### config.mk
export PLATFORM = sky130hd
export DESIGN_NAME = seq_pattern_tx_flat
export DESIGN_NICKNAME = d
export VERILOG_FILES = /design/src/rtl/seq_pattern_tx_if.sv /design/src/rtl/seq_pattern_tx.sv /design/src/flat_wrapper.sv
export SDC_FILE = /design/constraint.sdc
export NUM_CORES = 1
export LEC_CHECK = 0
export CAP_MARGIN = 20
export CORE_UTILIZATION = 45
export DETAILED_ROUTE_END_ITERATION = 7
export PLACE_DENSITY = 0.66
export SLEW_MARGIN = 15
export SYNTH_ARGS = -nofsm -noshare
export SYNTH_HDL_FRONTEND = slang
export SYNTH_SLANG_ARGS = --single-unit
### constraint.sdc
create_clock -name clk -period 2.59 [get_ports clk]
set_input_delay 0.259 -clock clk [delete_from_list [all_inputs] [get_ports clk]]
set_output_delay 0.259 -clock clk [all_outputs]
set_load 0.01 [all_outputs]
### src/rtl/seq_pattern_tx_if.sv
// seq_pattern_tx_if: request/stream bundle between a pattern requester and seq_pattern_tx.
//   start, pattern_in, rep_cnt, gap_len : request side, driven by the master.
//   d_out, d_valid, busy, done          : serial stream and framing, driven by the transmitter.
interface seq_pattern_tx_if #(
    parameter int PAT_W = 5,
    parameter int CNT_W = 4,
    parameter int GAP_W = 4
);
    logic             start;
    logic [PAT_W-1:0] pattern_in;
    logic [CNT_W-1:0] rep_cnt;
    logic [GAP_W-1:0] gap_len;
    logic             d_out;
    logic             d_valid;
    logic             busy;
    logic             done;
    modport master (output start, pattern_in, rep_cnt, gap_len, input d_out, d_valid, busy, done);
    modport slave  (input start, pattern_in, rep_cnt, gap_len, output d_out, d_valid, busy, done);
endinterface

### src/rtl/seq_pattern_tx.sv
// seq_pattern_tx: shifts a W-bit pattern out MSB-first for R repetitions with optional idle gaps.
//   clk   : rising-edge clock
//   reset : synchronous active-high reset, aborts any frame without a done pulse
//   tx    : slave side of seq_pattern_tx_if (request inputs, registered serial outputs)
module seq_pattern_tx #(
    parameter int PAT_W = 5,
    parameter int CNT_W = 4,
    parameter int GAP_W = 4
) (
    input logic             clk,
    input logic             reset,
    seq_pattern_tx_if.slave tx
);
    localparam int BW = $clog2(PAT_W);
    localparam logic [BW-1:0] LAST = BW'(PAT_W - 1);
    typedef enum logic [1:0] {IDLE, SHIFT, GAP, DONE} state_t;
    state_t           state_q;
    logic [PAT_W-1:0] shreg_q, pat_q;
    logic [CNT_W-1:0] reps_q;
    logic [BW-1:0]    bit_q;
    logic [GAP_W-1:0] gap_len_q, gap_cnt_q;
    logic             d_out_q, d_valid_q, busy_q, done_q;
    always_ff @(posedge clk) begin
        if (reset) begin
            state_q   <= IDLE;
            shreg_q   <= '0;
            pat_q     <= '0;
            reps_q    <= '0;
            bit_q     <= '0;
            gap_len_q <= '0;
            gap_cnt_q <= '0;
            d_out_q   <= 1'b0;
            d_valid_q <= 1'b0;
            busy_q    <= 1'b0;
            done_q    <= 1'b0;
        end else begin
            case (state_q)
                IDLE: begin
                    done_q <= 1'b0;
                    if (tx.start) begin
                        state_q   <= SHIFT;
                        shreg_q   <= tx.pattern_in;
                        pat_q     <= tx.pattern_in;
                        reps_q    <= (tx.rep_cnt == '0) ? CNT_W'(1) : tx.rep_cnt;
                        bit_q     <= '0;
                        gap_len_q <= tx.gap_len;
                        d_out_q   <= tx.pattern_in[PAT_W-1];
                        d_valid_q <= 1'b1;
                        busy_q    <= 1'b1;
                    end
                end
                // The output flops always show the MSB of shreg_q while in SHIFT, so
                // the next bit is taken from the position below the current MSB.
                SHIFT: begin
                    if (bit_q == LAST) begin
                        bit_q <= '0;
                        if (reps_q > CNT_W'(1)) begin
                            reps_q  <= reps_q - 1'b1;
                            shreg_q <= pat_q;
                            if (gap_len_q != '0) begin
                                state_q   <= GAP;
                                gap_cnt_q <= gap_len_q;
                                d_out_q   <= 1'b0;
                                d_valid_q <= 1'b0;
                            end else begin
                                d_out_q   <= pat_q[PAT_W-1];
                                d_valid_q <= 1'b1;
                            end
                        end else begin
                            state_q   <= DONE;
                            shreg_q   <= shreg_q << 1;
                            d_out_q   <= 1'b0;
                            d_valid_q <= 1'b0;
                            busy_q    <= 1'b0;
                            done_q    <= 1'b1;
                        end
                    end else begin
                        shreg_q <= shreg_q << 1;
                        bit_q   <= bit_q + 1'b1;
                        d_out_q <= shreg_q[PAT_W-2];
                    end
                end
                // gap_cnt_q is loaded with the gap length on entry, so leaving at 1
                // yields exactly gap_len idle cycles.
                GAP: begin
                    if (gap_cnt_q == GAP_W'(1)) begin
                        state_q   <= SHIFT;
                        gap_cnt_q <= '0;
                        d_out_q   <= shreg_q[PAT_W-1];
                        d_valid_q <= 1'b1;
                    end else begin
                        gap_cnt_q <= gap_cnt_q - 1'b1;
                    end
                end
                DONE: begin
                    state_q <= IDLE;
                    done_q  <= 1'b0;
                end
                default: begin
                    state_q   <= IDLE;
                    d_out_q   <= 1'b0;
                    d_valid_q <= 1'b0;
                    busy_q    <= 1'b0;
                    done_q    <= 1'b0;
                end
            endcase
        end
    end
    assign tx.d_out   = d_out_q;
    assign tx.d_valid = d_valid_q;
    assign tx.busy    = busy_q;
    assign tx.done    = done_q;
endmodule
### src/flat_wrapper.sv
// flat-port wrapper written by rule: the top's interface ports become plain ports
module seq_pattern_tx_flat 
#(
    parameter int PAT_W = 5,
    parameter int CNT_W = 4,
    parameter int GAP_W = 4
)
  (clk, reset, tx_start, tx_pattern_in, tx_rep_cnt, tx_gap_len, tx_d_out, tx_d_valid, tx_busy, tx_done);
  seq_pattern_tx_if #(.PAT_W(PAT_W), .CNT_W(CNT_W), .GAP_W(GAP_W)) tx_i ();
  input logic clk;
  input logic reset;
  input wire logic [$bits(tx_i.start)-1:0] tx_start;
  input wire logic [$bits(tx_i.pattern_in)-1:0] tx_pattern_in;
  input wire logic [$bits(tx_i.rep_cnt)-1:0] tx_rep_cnt;
  input wire logic [$bits(tx_i.gap_len)-1:0] tx_gap_len;
  output wire logic [$bits(tx_i.d_out)-1:0] tx_d_out;
  output wire logic [$bits(tx_i.d_valid)-1:0] tx_d_valid;
  output wire logic [$bits(tx_i.busy)-1:0] tx_busy;
  output wire logic [$bits(tx_i.done)-1:0] tx_done;
  assign tx_i.start = tx_start;
  assign tx_i.pattern_in = tx_pattern_in;
  assign tx_i.rep_cnt = tx_rep_cnt;
  assign tx_i.gap_len = tx_gap_len;
  assign tx_d_out = tx_i.d_out;
  assign tx_d_valid = tx_i.d_valid;
  assign tx_busy = tx_i.busy;
  assign tx_done = tx_i.done;
  seq_pattern_tx #(.PAT_W(PAT_W), .CNT_W(CNT_W), .GAP_W(GAP_W)) u_core (.clk(clk), .reset(reset), .tx(tx_i));
endmodule
==> results.py, run 1 <==
metrics = {
    "status": {
        "status": "finished clean",
    },
    "grt": {
        "grt_pass1_wl_um": 7224,
        "grt_use_total_pct": 21.66,
        "first_global_vias": 1544,
        "grt-ovfl-total": 0,
        "antenna_found_initial": 0,
        "grt_max_degree": 31,
    },
    "worst_hold_path": {
        "hold_path.class": "reg -> reg",
        "min_to": "u_core.pat_q[0]",
        "worstHoldStart": "u_core.pat_q[0]",
        "hold_path_depth": 2,
    },
    "die": {
        "start_util_pct": 47.93,
        "core.rowCount": 22,
        "die_h_um": 65.15,
        "core_sq_um": 3744,
        "die_w_um": 65.15,
        "die_area_sq_um": 4244,
        "ioPinCount": 20,
    },
    "setup_path": {
        "r2r_start": "u_core.state_q[1]",
        "rr_endpoint": "u_core.reps_q[0]",
        "cpMaxStageDelayCell": "a21boi_0",
        "crit_fanout": 13,
        "cp_data_arrival_time_ns": 2.29,
        "endpoint_kind": "flip-flop",
        "cpPeakStageDelay_ns": 0.49,
        "cpLargestDelayFamily": "compound AO/OA/AOI/OAI gates",
        "critical_path.cell_chain": "inv_1 -> ha_1 -> a21boi_0 -> nor2_1 -> a31o_2 -> a21oi_1",
        "worst_setup_path_start_kind": "flip-flop",
        "path_depth": 6,
        "critPathBufInv": 1,
        "r2r_cells": 6,
        "worstSetupPathType": "reg -> reg",
        "startpoint": "u_core.state_q[1]",
        "worstPathRequired_ns": 2.80,
        "rrSetupSlack_ns": 0.51,
    },
    "drt": {
        "drt_wl_total_um": 4088,
        "via_per_inst": 5.746,
        "drt_iter0_markers": 190,
        "drc": 0,
        "via_count": 1649,
        "wire_per_inst_um": 14.24,
        "ant_nets": 0,
        "drtPass1Iterations": 4,
    },
    "synth": {
        "yosysTopAreaCell": "dfxtp_1",
        "avgSynthCellArea_sq_um": 8.119,
        "netlist_instances": 221,
        "post_synth_num_cell_types": 52,
        "synth_flop_cell": "dfxtp_1",
        "seq_area_frac_synth_pct": 34.59,
        "syn_nets": 248,
        "yosys-top-cells-area": "dfxtp_1 35%, ha_1 7.7%, nand2_1 7.1%",
        "netlist_area_sq_um": 1794,
        "synth_edf_count": 0,
        "ys_async_sr_fraction_pct": 0,
        "synth_common_cells": "34 x nand2_1, 31 x dfxtp_1, 21 x a21oi_1",
        "ys_ff_latch": 31,
        "synth.top_cell.area_share_pct": 34.59,
        "synthMostInstantiatedCell": "nand2_1",
        "synth_warnings": 0,
    },
    "place": {
        "io_buffers": 19,
        "dpl.hpwl_um": 2940,
        "dp_slack_ns": 0.5385,
        "gp_congestion": 0.8148,
    },
    "timing": {
        "fin_crit_sh_pct": 80.19,
        "fin_setup_tns_ns": 0,
        "worst_pin_slew_ns": 0.5038,
        "fin_ws_ns": 0.5131,
        "hold_viol": 0,
        "finClkSkew_ns": 0.003914,
        "layout_min_cycle_time_ns": 2.077,
        "max_slew_margin_pct": 66.11,
        "max_freq_ghz": 0.4815,
        "rsz0062_at_grt": "false",
        "drv_slew": 0,
        "setup_violations": 0,
    },
    "power_and_ir_drop": {
        "power_w": 0.002378,
        "leakagePower_nw": 0.8255,
        "netSwitchingPower_w": 0.0009874,
        "internal-power_w": 0.001390,
        "swShare_pct": 41.53,
        "pwr-share-comb_pct": 49.3,
        "clkPwrFrac_pct": 20.6,
        "p_per_area_nw_per_um2": 1113,
        "power_frac_seq_pct": 30.1,
        "peakVddDrop_mv": 0.4899,
    },
    "clock_tree": {
        "clk-insertion-delay-late_ns": 0.28,
        "cts_buffers": 5,
        "cts_tree": "yes",
        "cts.htree.levels": 2,
        "cts.hold.buffers_added": 0,
        "cts_setup_buffers": 0,
        "cts_max_path_buffers": 2,
        "clkTransAtPathRegs_ns": 0.07,
        "cts-root-buf": "clkbuf_8",
        "clock_sinks": 31,
        "cts_repair_resize_count": 0,
    },
    "cells_and_area": {
        "num-nets-final": 265,
        "drive_gt1_share_pct": 10.88,
        "area_growth_pct": 19.11,
        "diodes": 0,
        "fill_cells": 378,
    },
    "job": {
        "maxCapViolations": 0,
    },
}
-- worst max path at each step --
stage	to	slack (ns)
floorplan	u_core.state_q[1]	0.96
global placement	u_core.gap_cnt_q[2]	0.63
detailed placement	u_core.reps_q[0]	0.54
CTS	u_core.reps_q[0]	0.51
global route	u_core.reps_q[0]	0.27
finish	u_core.reps_q[0]	0.51
-- kinds of logic after synthesis --
logic type	share of synthesized area, %
AOI/OAI and AO/OA	29.50
adders and majority gates	7.671
buffers and inverters	5.578
DFF	34.59
muxes	2.232
and+or+nand+nor	20.43
-- worst register-to-register path: stages (launching register included) --
cell and delay [ns]:
dfxtp_1 0.34, inv_1 0.11, ha_1 0.45, a21boi_0 0.50
nor2_1 0.23, a31o_2 0.28, a21oi_1 0.11
-- state kept, by name, summed over array words and instances, names as in the netlist --
register,cells
u_core.pat_q,5
u_core.tx.busy,1
u_core.tx.done,1
u_core.tx.d_valid,1
u_core.reps_q,4
u_core.gap_cnt_q,4
u_core.tx.d_out,1
u_core.shreg_q,5
u_core.state_q,2
u_core.gap_len_q,4
u_core.bit_q,3
-- power by group through the flow --
stage,clock network [W],registers (W),logic (W)
3_3_place_gp,0,0.000718,0.00116
4_1_cts,0.000499,0.000714,0.00117
5_1_grt,0.000516,0.000736,0.00131
2_1_floorplan,0,0.000707,0.000876
3_5_place_dp,0,0.000725,0.00116
6_report,0.000491,0.000715,0.00117
-- cell type report --
type | instances | area (sq um) | share of cell area, %
multi-input cells | 164 | 1074 | 50.23
flip-flops and latches | 31 | 620.6 | 29.04
repair buffers | 22 | 212.7 | 9.953
clock buffers | 6 | 82.58 | 3.864
well taps | 48 | 60.06 | 2.810
inverters | 14 | 52.55 | 2.459
clock inverters | 2 | 35.03 | 1.639
-- layer usage --
metal	global-route usage (%)	share of wire, %	up-vias	routed length (um)
met5	0	0	-	0
met4	4.891	0.27	0	11
met3	3.993	4.7	2	191
met2	35.03	45	37	1854
met1	29.86	50	778	2030
li1	-	-	832	-
-- cells in the final DEF (no fill, tap or decap), drive strengths merged, types with 3 or more instances in the layout --
cell type | netlist | routed
o31ai | 3 | 3
mux2i | 4 | 4
o211a | 3 | 3
nand3 | 9 | 9
nor3 | 4 | 4
clkdlybuf4s50 | 0 | 19
or2 | 3 | 3
o21ai | 10 | 10
clkbuf | 9 | 6
nor2 | 13 | 13
ha | 11 | 11
o32ai | 4 | 4
a21oi | 23 | 23
inv | 14 | 14
dfxtp | 31 | 31
a211oi | 5 | 5
nand2 | 34 | 34
buf | 3 | 3
-- metrics by stage --
stage | instances | utilization (%) | cell area (sq um) | hold slack, ns
after floorplan | 221 | - | 1794 | 0.3950
after global placement | 279 | 53.94 | 2019 | 0.4475
after detailed placement | 279 | 53.94 | 2019 | 0.4508
after CTS | 287 | 57.09 | 2137 | 0.4619
after global routing | 287 | 57.09 | 2137 | 0.4805
final | 287 | 57.09 | 2137 | 0.4575
(Power assumes the default switching activity.)
==> inputs of run 2 (changes only) <==
PLACE_DENSITY = 0.69   (was 0.66)
clock period = 1.8 ns   (was 2.59 ns; I/O delays follow)
==> results.py, run 2 (synthesis results as in run 1) <==
metrics = {
    "place": {
        "io_buffers": 19,
        "dpl.hpwl_um": 3226,
        "gp_congestion": 0.8397,
        "placed_cell_area_sq_um": 2125,
    },
    "setup_path": {
        "cp_data_arrival_time_ns": 1.91,
        "cpLargestDelayFamily": "compound AO/OA/AOI/OAI gates",
        "worstSetupPathType": "reg -> reg",
        "cpPeakStageDelay_ns": 0.42,
        "critical_path.cell_chain": "inv_2 -> ha_2 -> or3b_4 -> a211oi_4 -> a21oi_2 -> a311oi_1",
        "cpMaxStageDelayCell": "or3b_4",
        "crit_fanout": 3,
        "critPathBufInv": 1,
        "worst_setup_path_start_kind": "flip-flop",
        "endpoint_kind": "flip-flop",
        "worstPathRequired_ns": 1.99,
    },
    "die": {
        "die_area_sq_um": 4244,
        "ioPinCount": 20,
        "start_util_pct": 47.93,
        "die_h_um": 65.15,
        "core.rowCount": 22,
        "core_sq_um": 3744,
        "die_w_um": 65.15,
    },
    "clock_tree": {
        "cts_max_path_buffers": 2,
        "clock_sinks": 31,
        "clkTransAtPathRegs_ns": 0.07,
        "cts_buffers": 5,
        "cts_setup_buffers": 0,
        "cts-root-buf": "clkbuf_8",
        "cts.htree.levels": 2,
        "cts_tree": "yes",
        "clk-insertion-delay-late_ns": 0.29,
    },
    "cells_and_area": {
        "final_cell_mix": "34 x nand2_1, 28 x dfxtp_1, 20 x a21oi_1, 19 x clkdlybuf4s50_1, 17 x buf_4",
        "design_area_sq_um": 2296,
        "num-nets-final": 279,
        "diodes": 0,
        "area_growth_pct": 27.96,
        "top_regs": "u_core.pat_q x5, u_core.shreg_q x5",
        "drive_gt1_share_pct": 19.76,
        "final_common_cell": "nand2_1",
    },
    "grt": {
        "grt_max_degree": 24,
        "grt-ovfl-total": 0,
        "first_global_vias": 1497,
        "antenna_found_initial": 0,
        "grt_use_total_pct": 22.65,
        "grt_pass1_wl_um": 7258,
    },
    "timing": {
        "fin_crit_sh_pct": 95.71,
        "setup_violations": 0,
        "layout_min_cycle_time_ns": 1.723,
        "holdWs_ns": 0.4341,
        "max_slew_margin_pct": 63.42,
        "drv_slew": 0,
        "hold_viol": 0,
        "max_freq_ghz": 0.5805,
        "worst_pin_slew_ns": 0.5467,
        "finClkSkew_ns": 0.007597,
    },
    "drt": {
        "drt_iter0_markers": 131,
        "drc": 0,
        "via_count": 1685,
        "drtPass1Iterations": 4,
        "ant_nets": 0,
        "via_per_inst": 5.598,
        "drt_wl_total_um": 4277,
        "wire_per_inst_um": 14.21,
    },
    "power_and_ir_drop": {
        "leakagePower_nw": 0.9064,
        "p_per_area_nw_per_um2": 1620,
        "peakVddDrop_mv": 0.9652,
    },
    "status": {
        "status": "finished clean",
    },
    "job": {
        "maxCapViolations": 0,
    },
    "worst_hold_path": {
        "hold_path.class": "in -> reg",
    },
}
[run 2: cell count changes in the layout (fill, tap and decap cells not counted), moves of 2 or more]
cell     previous run  this run
buf_4               3        17
dfxtp_1            31        28
dfxtp_2             0         3
a21oi_4             0         2
[run 2: layout make-up]
type | count | area (sq um)
clock buffer | 5 | 68.82
clock inverter | 3 | 43.79
fill | 370 | 1448
inverter | 14 | 52.55
multi-input combinational | 164 | 1129
sequential | 31 | 624.3
tap | 48 | 60.06
timing repair buffer | 36 | 317.8
[run 2: repair_timing]
action                                  4_1_cts  5_1_grt
hold buffers                                  0        0
gates resized for setup                       6       10
endpoints found under the setup margin        2       12
pin swaps                                     1        2
[run 2: worst reg2reg max path: stages, from the launching register on]
cell      delay (ns)
dfxtp_2         0.33
inv_2           0.06
ha_2            0.18
or3b_4          0.42
a211oi_4        0.30
a21oi_2         0.08
a311oi_1        0.26
[run 2: metal layers]
layer  vias up  GRT usage (%)  part of all wire (%)
met5         -              0                     0
met3         5          4.688                   4.4
met1       770          30.72                    49
li1        871              -                     -
met4         0          7.337                  0.94
met2        39          35.81                    46
[run 2: stage by stage]
step | worst slack, ns | util, % | setup TNS (ns) | cells | power, W
after floorplan | 0.1741 | - | 0 | 221 | 0.002279
after global placement | 0.01683 | 56.75 | 0 | 293 | 0.002857
after detailed placement | -0.01070 | 56.75 | -0.01070 | 293 | 0.002875
after CTS | 0.003477 | 60.33 | 0 | 301 | 0.003626
after global routing | -0.008729 | 61.33 | -0.008729 | 301 | 0.004000
final | 0.07726 | 61.33 | 0 | 301 | 0.003719
[run 2: worst paths after layout]
check	from	end	slack [ns]	cells after the start
hold / removal	tx_gap_len[3]	u_core.gap_len_q[3]	0.43	3
setup / recovery	u_core.gap_cnt_q[1]	u_core.tx.d_valid	0.08	6
hold reg to reg	u_core.pat_q[3]	u_core.pat_q[3]	0.46	2
setup reg to reg	u_core.gap_cnt_q[1]	u_core.tx.d_valid	0.08	6
[run 2: report_power, final]
part	internal, W	leakage (nW)	switching (W)
logic	0.000886	0.593	0.00112
clock network	0.000412	0.0581	0.000272
registers	0.000880	0.255	0.000145
total	0.00218	0.906	0.00154
